## src/rtl/display_pkg.sv

```systemverilog
// Shared constants for the seven-segment display path.
// Glyphs are active-high in {g,f,e,d,c,b,a} order; any pin polarity
// inversion happens later, at the output registers of the scanner.
package display_pkg;

  localparam int unsigned BCD_W = 4;

  localparam logic [6:0] SEG_0    = 7'h3F;
  localparam logic [6:0] SEG_1    = 7'h06;
  localparam logic [6:0] SEG_2    = 7'h5B;
  localparam logic [6:0] SEG_3    = 7'h4F;
  localparam logic [6:0] SEG_4    = 7'h66;
  localparam logic [6:0] SEG_5    = 7'h6D;
  localparam logic [6:0] SEG_6    = 7'h7D;
  localparam logic [6:0] SEG_7    = 7'h07;
  localparam logic [6:0] SEG_8    = 7'h7F;
  localparam logic [6:0] SEG_9    = 7'h6F;
  localparam logic [6:0] SEG_DASH = 7'h40;
  localparam logic [6:0] SEG_OFF  = 7'h00;

endpackage

```

## src/rtl/bcd_to_seg.sv

```systemverilog
// Combinational BCD to seven-segment decoder.
// Ports:
//   i_bcd  BCD_W-bit digit value
//   o_seg  active-high segments {g,f,e,d,c,b,a}; values 10-15 show a dash
module bcd_to_seg
  import display_pkg::*;
(
  input  logic [BCD_W-1:0] i_bcd,
  output logic [6:0]       o_seg
);

  always_comb begin
    o_seg = SEG_DASH;
    case (i_bcd)
      4'd0:    o_seg = SEG_0;
      4'd1:    o_seg = SEG_1;
      4'd2:    o_seg = SEG_2;
      4'd3:    o_seg = SEG_3;
      4'd4:    o_seg = SEG_4;
      4'd5:    o_seg = SEG_5;
      4'd6:    o_seg = SEG_6;
      4'd7:    o_seg = SEG_7;
      4'd8:    o_seg = SEG_8;
      4'd9:    o_seg = SEG_9;
      default: o_seg = SEG_DASH;
    endcase
  end

endmodule

```

## src/rtl/bcd_display_scan.sv

```systemverilog
// Time-multiplexed seven-segment scanner for a packed BCD digit bus.
// Snapshots all digits once per frame so a frame is always coherent,
// scans one digit per PRESCALE-cycle slot (first cycle of each slot dark
// to avoid ghosting), and optionally blanks leading zeros.
// Ports:
//   clk, reset   clock and synchronous active-high reset
//   enable       scan enable; low holds the scan position and darkens outputs
//   digits_in    packed BCD, digit k at [4k+3:4k]
//   dp_in        decimal point request per digit
//   blank_lz     leading-zero blanking enable (digit 0 never blanked)
//   an, seg, dp  registered display pins, inverted when ACTIVE_LOW=1
//   frame_tick   one-cycle pulse following each snapshot
module bcd_display_scan
  import display_pkg::*;
#(
  parameter int unsigned NUM_DIGITS = 4,
  parameter int unsigned PRESCALE   = 50000,
  parameter bit          ACTIVE_LOW = 1'b1
) (
  input  logic                        clk,
  input  logic                        reset,
  input  logic                        enable,
  input  logic [BCD_W*NUM_DIGITS-1:0] digits_in,
  input  logic [NUM_DIGITS-1:0]       dp_in,
  input  logic                        blank_lz,
  output logic [NUM_DIGITS-1:0]       an,
  output logic [6:0]                  seg,
  output logic                        dp,
  output logic                        frame_tick
);

  localparam int unsigned PCNT_W = $clog2(PRESCALE);
  localparam int unsigned IDX_W  = $clog2(NUM_DIGITS);
  localparam logic [PCNT_W-1:0] PCNT_LAST = PCNT_W'(PRESCALE - 1);
  localparam logic [IDX_W-1:0]  IDX_LAST  = IDX_W'(NUM_DIGITS - 1);

  logic [PCNT_W-1:0]             r_pcnt;
  logic [IDX_W-1:0]              r_idx;
  logic [BCD_W*NUM_DIGITS-1:0]   r_shadow;
  logic [NUM_DIGITS-1:0]         r_shadow_dp;
  logic                          r_first;
  logic [NUM_DIGITS-1:0]         r_an;
  logic [6:0]                    r_seg;
  logic                          r_dp;
  logic                          r_frame_tick;

  logic [BCD_W-1:0]      w_dig [NUM_DIGITS];
  logic [NUM_DIGITS-1:0] w_zero_above;
  logic                  w_run;
  logic [6:0]            w_seg_raw;
  logic [6:0]            w_seg_nxt;
  logic [NUM_DIGITS-1:0] w_an_nxt;
  logic                  w_blank;
  logic                  w_slot_end;
  logic                  w_snap;

  // w_zero_above[k]: digit k and every digit above it are zero.
  always_comb begin
    w_run        = 1'b1;
    w_zero_above = '0;
    for (int k = 0; k < int'(NUM_DIGITS); k++) begin
      w_dig[k] = r_shadow[k*BCD_W +: BCD_W];
    end
    for (int k = int'(NUM_DIGITS) - 1; k >= 0; k--) begin
      w_run           = w_run & (w_dig[k] == '0);
      w_zero_above[k] = w_run;
    end
  end

  bcd_to_seg u_dec (
    .i_bcd (w_dig[r_idx]),
    .o_seg (w_seg_raw)
  );

  assign w_blank    = blank_lz && (r_idx != '0) && w_zero_above[r_idx];
  assign w_seg_nxt  = w_blank ? SEG_OFF : w_seg_raw;
  // pcnt==0 is the deadtime cycle of each slot
  assign w_an_nxt   = (r_pcnt != '0) ? (NUM_DIGITS'(1) << r_idx) : '0;
  assign w_slot_end = (r_pcnt == PCNT_LAST);
  assign w_snap     = enable && (r_first || (w_slot_end && r_idx == IDX_LAST));

  always_ff @(posedge clk) begin
    if (reset) begin
      r_pcnt       <= '0;
      r_idx        <= '0;
      r_shadow     <= '0;
      r_shadow_dp  <= '0;
      r_first      <= 1'b1;
      r_an         <= {NUM_DIGITS{ACTIVE_LOW}};
      r_seg        <= {7{ACTIVE_LOW}};
      r_dp         <= ACTIVE_LOW;
      r_frame_tick <= 1'b0;
    end else begin
      r_frame_tick <= w_snap;
      if (enable) begin
        if (w_slot_end) begin
          r_pcnt <= '0;
          r_idx  <= (r_idx == IDX_LAST) ? '0 : r_idx + 1'b1;
        end else begin
          r_pcnt <= r_pcnt + 1'b1;
        end
        if (w_snap) begin
          r_shadow    <= digits_in;
          r_shadow_dp <= dp_in;
          r_first     <= 1'b0;
        end
        r_an  <= w_an_nxt ^ {NUM_DIGITS{ACTIVE_LOW}};
        r_seg <= w_seg_nxt ^ {7{ACTIVE_LOW}};
        r_dp  <= r_shadow_dp[r_idx] ^ ACTIVE_LOW;
      end else begin
        r_an  <= {NUM_DIGITS{ACTIVE_LOW}};
        r_seg <= {7{ACTIVE_LOW}};
        r_dp  <= ACTIVE_LOW;
      end
    end
  end

  assign an         = r_an;
  assign seg        = r_seg;
  assign dp         = r_dp;
  assign frame_tick = r_frame_tick;

endmodule

```

## config.mk

```make
export PLATFORM = sky130hd
export DESIGN_NAME = bcd_display_scan
export DESIGN_NICKNAME = d
export VERILOG_FILES = /design/src/rtl/display_pkg.sv /design/src/rtl/bcd_to_seg.sv /design/src/rtl/bcd_display_scan.sv
export SDC_FILE = /design/constraint.sdc
export NUM_CORES = 1
export LEC_CHECK = 0
export ABC_AREA = 1
export ABC_CLOCK_PERIOD_IN_PS = 2600
export CORE_MARGIN = 2
export CORE_UTILIZATION = 43
export DETAILED_ROUTE_END_ITERATION = 8
export SLEW_MARGIN = 20
export SYNTH_ARGS = -nofsm -noshare
export SYNTH_HDL_FRONTEND = slang
export SYNTH_HIERARCHICAL = 1
export SYNTH_SLANG_ARGS = --single-unit
```

## constraint.sdc

```tcl
create_clock -name clk -period 2.6 [get_ports clk]
set_clock_uncertainty 0.05 [all_clocks]
set_input_delay 0.52 -clock clk [delete_from_list [all_inputs] [get_ports clk]]
set_output_delay 0.52 -clock clk [all_outputs]
set_load 0.005 [all_outputs]
```

==> impl_metrics.py, run 1 <==
metrics = {
    "setup_path": {
        "crit_slowest_cell": "dfxtp_1",
        "crit_arrival_ns": 2.27,
        "crit_top_cell": "nand2_1",
        "start_kind": "flip-flop",
        "cp_slowest_stage_delay_ns": 0.39,
        "r2r_setup_slack_ns": 0.48,
        "crit_type": "reg -> reg",
        "required_ns": 2.75,
        "cp-end-kind": "flip-flop",
        "crit_chain": "inv_1 -> o21ai_0 -> a21oi_1 -> a21oi_1 -> inv_1 -> ha_1 -> nand2_1 -> nand2_1 -> nand2_1 -> nand2_1 -> inv_1 -> nor2_1 -> nand2_1",
        "path_max_fanout": 14,
        "regToRegStartpoint": "r_idx[1]$_SDFFE_PP0P_",
        "rr_worst_depth": 13,
        "r2r_end": "seg[3]$_SDFF_PP1_",
    },
    "hold_path": {
        "hold_class": "reg -> reg",
        "worstHoldEndpoint": "r_pcnt[0]$_SDFFE_PP0P_",
        "holdPathStages": 2,
        "min_from": "r_pcnt[0]$_SDFFE_PP0P_",
    },
    "detailed_routing": {
        "drt_wl_total_um": 5817,
        "routedWlPerCell_um": 11.34,
        "drt_iter0_markers": 149,
        "drt_first_pass_iters": 4,
        "drc": 0,
        "ant_nets": 0,
        "avgViaCountPerCell": 4.805,
        "vias": 2465,
    },
    "finish": {
        "layout-area-overhead-vs-synth_pct": 17.00,
        "layout-drive-gt1-share": 0.1871,
        "final_cells": 513,
        "num-nets-final": 468,
        "post-route-util": 0.5103,
        "antenna_cells": 0,
        "fillCellCount": 687,
    },
    "floorplan": {
        "die_area_um2": 7451,
        "die_w_um": 86.32,
        "initial_utilization": 0.4361,
        "die_y_um": 86.32,
        "row_count": 30,
        "coreArea_um2": 6681,
        "io_pins": 37,
    },
    "logic_synthesis": {
        "synth_most_common_cell": "nand2_1",
        "synth_top_area_share": 0.3572,
        "syn_avg_cell_area_um2": 7.359,
        "synth_nets": 432,
        "synth_flop_cell": "dfxtp_1",
        "synth.ff_latch_count": 52,
        "synth_edf_count": 0,
        "synthArstFlopShare": 0,
        "yosys_warnings": 6,
        "synthCells": 396,
        "synth_common_cells": "77 x nand2_1, 52 x dfxtp_1, 52 x inv_1",
        "netlist_area_um2": 2914,
        "synth_top_cell_by_area": "dfxtp_1",
        "synth_cell_types": 32,
        "synth.area.top_cells": "dfxtp_1 36%, nand2_1 9.9%, nand3_2 7.9%",
        "ys_seq_area_frac": 0.3572,
    },
    "grt": {
        "first_global_vias": 2256,
        "antenna_found_initial": 0,
        "grt_start_max_net_pins": 22,
        "grt_overflow": 0,
        "grtUsageTotal": 0.1662,
        "grt_pass1_wl_um": 10090,
    },
    "power": {
        "p_sw_uw": 446.6,
        "p_int_uw": 1153,
        "p_total_uw": 1599,
        "powerDensity_nw_per_um2": 469.1,
        "pwr-share-seq": 0.535,
        "combPwrFrac": 0.169,
        "p_leak_uw": 0.001586,
        "p_sw_frac": 0.2793,
        "pwr-share-clk": 0.296,
        "vdd_ir_drop_max_mv": 0.2360,
    },
    "status": {
        "status": "complete, no violations",
    },
    "timing": {
        "setup-violations-final": 0,
        "grt_setup_unrepaired": "no",
        "final_max_slew_viol_count": 0,
        "fmax_mhz": 471.5,
        "tightest_slew_ns": 0.4623,
        "relSlewSlack": 0.6909,
        "layout_min_cycle_time_ns": 2.121,
        "finalHoldViolations": 0,
        "setup_tns_ns": 0,
        "period_share": 0.8157,
    },
    "clock_network": {
        "cts_hold_buf": 0,
        "cts_sinks": 52,
        "clock_path_buffers": 2,
        "root_buffer": "clkbuf_8",
        "postCtsSetupRepairBufs": 0,
        "clk_pin_slew_worst_paths_ns": 0.10,
        "numCtsBuffers": 5,
        "cts_tree": "yes",
        "htree_num_levels": 2,
        "ctsResizeCount": 0,
        "clock_latency_ns": 0.31,
    },
    "place": {
        "routabilityCongestion": 0.8619,
        "dp_cells": 505,
        "dp_hpwl_um": 4438,
        "io_buffers": 36,
    },
    "flow_run": {
        "drv_cap": 0,
    },
}
-- state kept, by name, indices dropped and copies added (netlist names) --
| signal | cells |
|---|---|
| r_pcnt | 16 |
| an | 4 |
| r_shadow_dp | 4 |
| frame_tick | 1 |
| r_first | 1 |
| r_idx | 2 |
| r_shadow | 16 |
| seg | 7 |
| dp | 1 |
-- layer usage --
metal,wire length (µm),up-vias,track usage
li1,-,1310,-
met1,3092,1109,0.2447
met2,2470,42,0.2490
met3,212,4,0.03238
met4,42,0,0.04261
met5,0,-,0
-- worst max path at each step --
stage | from | end | slack [ns] | cells after the start
detailed placement | enable | r_pcnt[14]$_SDFFE_PP0P_ | 0.36 | 8
global route | r_idx[1]$_SDFFE_PP0P_ | seg[3]$_SDFF_PP1_ | 0.23 | 13
CTS | r_idx[1]$_SDFFE_PP0P_ | seg[3]$_SDFF_PP1_ | 0.47 | 13
finish | r_idx[1]$_SDFFE_PP0P_ | seg[3]$_SDFF_PP1_ | 0.48 | 13
global placement | enable | r_pcnt[14]$_SDFFE_PP0P_ | 0.40 | 8
floorplan | r_idx[0]$_SDFFE_PP0P_ | seg[3]$_SDFF_PP1_ | 0.55 | 14
-- cells by family (layout without fill, tap and decap cells) --
family,count (synthesis),after routing,synth area share
fa+ha+maj,12,12,0.05152
xor+xnor,3,3,0.009018
flops,52,52,0.3572
simple gates,216,216,0.3933
compound gates,42,42,0.07728
buf+inv,71,108,0.1116
-- cells in the final DEF (no fill, tap or decap), drive strengths merged, types with 7 or more instances in the layout --
master and instances:
nor2 78, nand3 36, clkdlybuf4s50 36, inv 57, a21oi 24, nand2 84, o21ai 13, nand4 7
buf 7, ha 12, dfxtp 52, nor3 8
-- per-stage QoR --
stage | hold WS [ns] | setup slack (ns) | cell area [µm²]
2_1_floorplan | 0.4185 | 0.5477 | 2914
3_3_place_gp | 0.4324 | 0.4033 | 3321
3_5_place_dp | 0.4379 | 0.3648 | 3321
4_1_cts | 0.4540 | 0.4681 | 3410
5_1_grt | 0.4988 | 0.2315 | 3410
6_report | 0.4518 | 0.4792 | 3410
-- critical path, delay by kind of cell, from the launching register on --
family          cells  cell delay (ns)
flops               1             0.39
fa+ha+maj           1             0.31
buf+inv             3             0.41
simple gates        6             0.38
compound gates      3             0.47
-- area by class of cell --
cell class                 count  area, µm²  share of cell area
clock buffer                   6      72.57             0.02128
timing repair buffer          43      412.9              0.1211
tap                           80      100.1             0.02936
multi-input combinational    273       1548              0.4539
inverter                      57      219.0             0.06422
clock inverter                 2      16.27            0.004771
sequential                    52       1041              0.3053
-- power by group through the flow --
stage	clock, µW	sequential (µW)	combinational [µW]
final	474	855	270
after global placement	0	873	270
after CTS	483	855	274
after floorplan	0	869	183
after global routing	512	860	310
after detailed placement	0	873	273
(Power assumes the default switching activity.)
==> run 2: changes to the inputs <==
Settings changed: ABC_CLOCK_PERIOD_IN_PS 2600 to 2000.
Clock period 2.6 ns to 2 ns, I/O delays scaled along.
==> run 2 against run 1 <==
Effect of this change:
- combinational power up 35%
- design area grew 3.9%
- critical path type unchanged
- count of clock-buffer cells in the layout decreased by 1
- non-clock buffer count increased by 10
- die area unchanged
- setup slack got worse by 0.30 ns
- total power rose by 45%
- critical endpoint unchanged
- fmax increased by 16%
- routed wire length up 3.6%
- largest cell class unchanged
==> impl_metrics.py, run 2 (synthesis results as in run 1) <==
metrics = {
    "status": {
        "status": "complete, no violations",
    },
    "floorplan": {
        "die_area_um2": 7451,
        "row_count": 30,
        "initial_utilization": 0.4361,
        "die_y_um": 86.32,
        "die_w_um": 86.32,
        "io_pins": 37,
        "coreArea_um2": 6681,
    },
    "detailed_routing": {
        "drt_wl_total_um": 6026,
        "drt_iter0_markers": 93,
        "ant_nets": 0,
        "drt_first_pass_iters": 4,
        "drc": 0,
        "vias": 2482,
        "avgViaCountPerCell": 4.755,
        "routedWlPerCell_um": 11.54,
    },
    "finish": {
        "multi_input_area_um2": 1551,
        "num-nets-final": 478,
        "final_cells": 522,
        "layout-area-overhead-vs-synth_pct": 21.51,
        "final_cell_mix": "77 x nand2_1, 52 x dfxtp_1, 50 x inv_1, 50 x nor2_1, 36 x clkdlybuf4s50_1",
        "antenna_cells": 0,
        "layout-drive-gt1-share": 0.2127,
        "final_common_cell": "nand2_1",
        "final-seq-area_um2": 1041,
        "fillCellCount": 656,
    },
    "timing": {
        "final_max_slew_viol_count": 0,
        "fin_ws_ns": 0.1783,
        "layout_min_cycle_time_ns": 1.822,
        "finalHoldViolations": 0,
        "relSlewSlack": 0.7598,
        "setup-violations-final": 0,
        "tightest_slew_ns": 0.3600,
        "setup_tns_ns": 0,
        "fmax_mhz": 548.9,
        "period_share": 0.9109,
    },
    "place": {
        "dp_hpwl_um": 4511,
        "dp_cells": 514,
        "io_buffers": 36,
        "pre_cts_ws_ns": 0.05989,
        "routabilityCongestion": 0.8518,
    },
    "grt": {
        "grt_overflow": 0,
        "grt_pass1_wl_um": 10410,
        "first_global_vias": 2262,
        "grt_start_max_net_pins": 22,
        "grtUsageTotal": 0.1726,
        "antenna_found_initial": 0,
    },
    "setup_path": {
        "rr_worst_depth": 12,
        "path_max_fanout": 11,
        "required_ns": 2.15,
        "cp-startpoint": "r_idx[0]$_SDFFE_PP0P_",
        "cp-end-kind": "flip-flop",
        "crit_type": "reg -> reg",
        "regToRegStartpoint": "r_idx[0]$_SDFFE_PP0P_",
        "r2r_setup_slack_ns": 0.18,
        "crit_arrival_ns": 1.97,
        "start_kind": "flip-flop",
        "r2r_end": "seg[3]$_SDFF_PP1_",
    },
    "hold_path": {
        "min_from": "r_pcnt[0]$_SDFFE_PP0P_",
        "hold_class": "reg -> reg",
        "holdPathStages": 2,
        "worstHoldEndpoint": "r_pcnt[0]$_SDFFE_PP0P_",
    },
    "clock_network": {
        "numCtsBuffers": 5,
        "cts_sinks": 52,
        "cts_tree": "yes",
        "cts_hold_buf": 0,
        "root_buffer": "clkbuf_8",
        "clk_pin_slew_worst_paths_ns": 0.10,
        "clock_latency_ns": 0.30,
        "clock_path_buffers": 2,
        "htree_num_levels": 2,
    },
    "power": {
        "vdd_ir_drop_max_mv": 0.3088,
        "p_leak_uw": 0.001664,
        "powerDensity_nw_per_um2": 656.4,
    },
    "flow_run": {
        "drv_cap": 0,
    },
}
run 2: what timing repair did:
item,CTS,global route
gates resized for setup,0,2
buffers inserted,0,1
setup endpoints to repair,0,5
endpoints found under the hold margin,0,0
run 2: worst max-delay path by stage:
stage | end | slack (ns) | depth (start not counted)
final | seg[3]$_SDFF_PP1_ | 0.18 | 12
after global routing | seg[3]$_SDFF_PP1_ | -0.01 | 13
after CTS | seg[3]$_SDFF_PP1_ | 0.06 | 13
after detailed placement | r_pcnt[14]$_SDFFE_PP0P_ | 0.06 | 8
after global placement | r_pcnt[13]$_SDFFE_PP0P_ | 0.11 | 8
after floorplan | seg[3]$_SDFF_PP1_ | 0.04 | 14
run 2: where the power goes:
part	switching [µW]	internal (µW)	total, µW	leakage [µW]
Clock	356	493	849	0.0000642
Combinational	189	175	364	0.00117
Sequential	26.3	1090	1110	0.000427
run 2: worst max-delay path, stage by stage (launching register included):
cell and delay, ns:
dfxtp_1 0.35, buf_4 0.18, a21oi_1 0.08, a21oi_1 0.21, inv_1 0.14, ha_1 0.30
nand2_1 0.06, nand2_1 0.07, nand2_1 0.04, nand2_1 0.05, inv_1 0.04, nor2_1 0.09
nand2_1 0.05
run 2: final cells by class:
type,count,area share
flip-flops and latches,52,0.2940
multi-input cells,273,0.4382
clock inverters,2,0.01696
clock buffers,5,0.01943
well taps,80,0.02827
repair buffers,53,0.1413
inverters,57,0.06184
run 2: layer usage:
layer	GRT usage	part of all wire
met1	0.2481	0.53
met2	0.2692	0.43
met3	0.02952	0.032
met4	0.04261	0.010
met5	0	0
run 2: per-stage QoR:
step,utilization,hold slack [ns],total power (µW),cell area [µm²]
after floorplan,-,0.4185,1369,2920
after global placement,0.5096,0.4395,1496,3405
after detailed placement,0.5096,0.4461,1500,3405
after CTS,0.5288,0.4607,2353,3533
after global routing,0.5300,0.5005,2431,3541
final,0.5300,0.4576,2324,3541
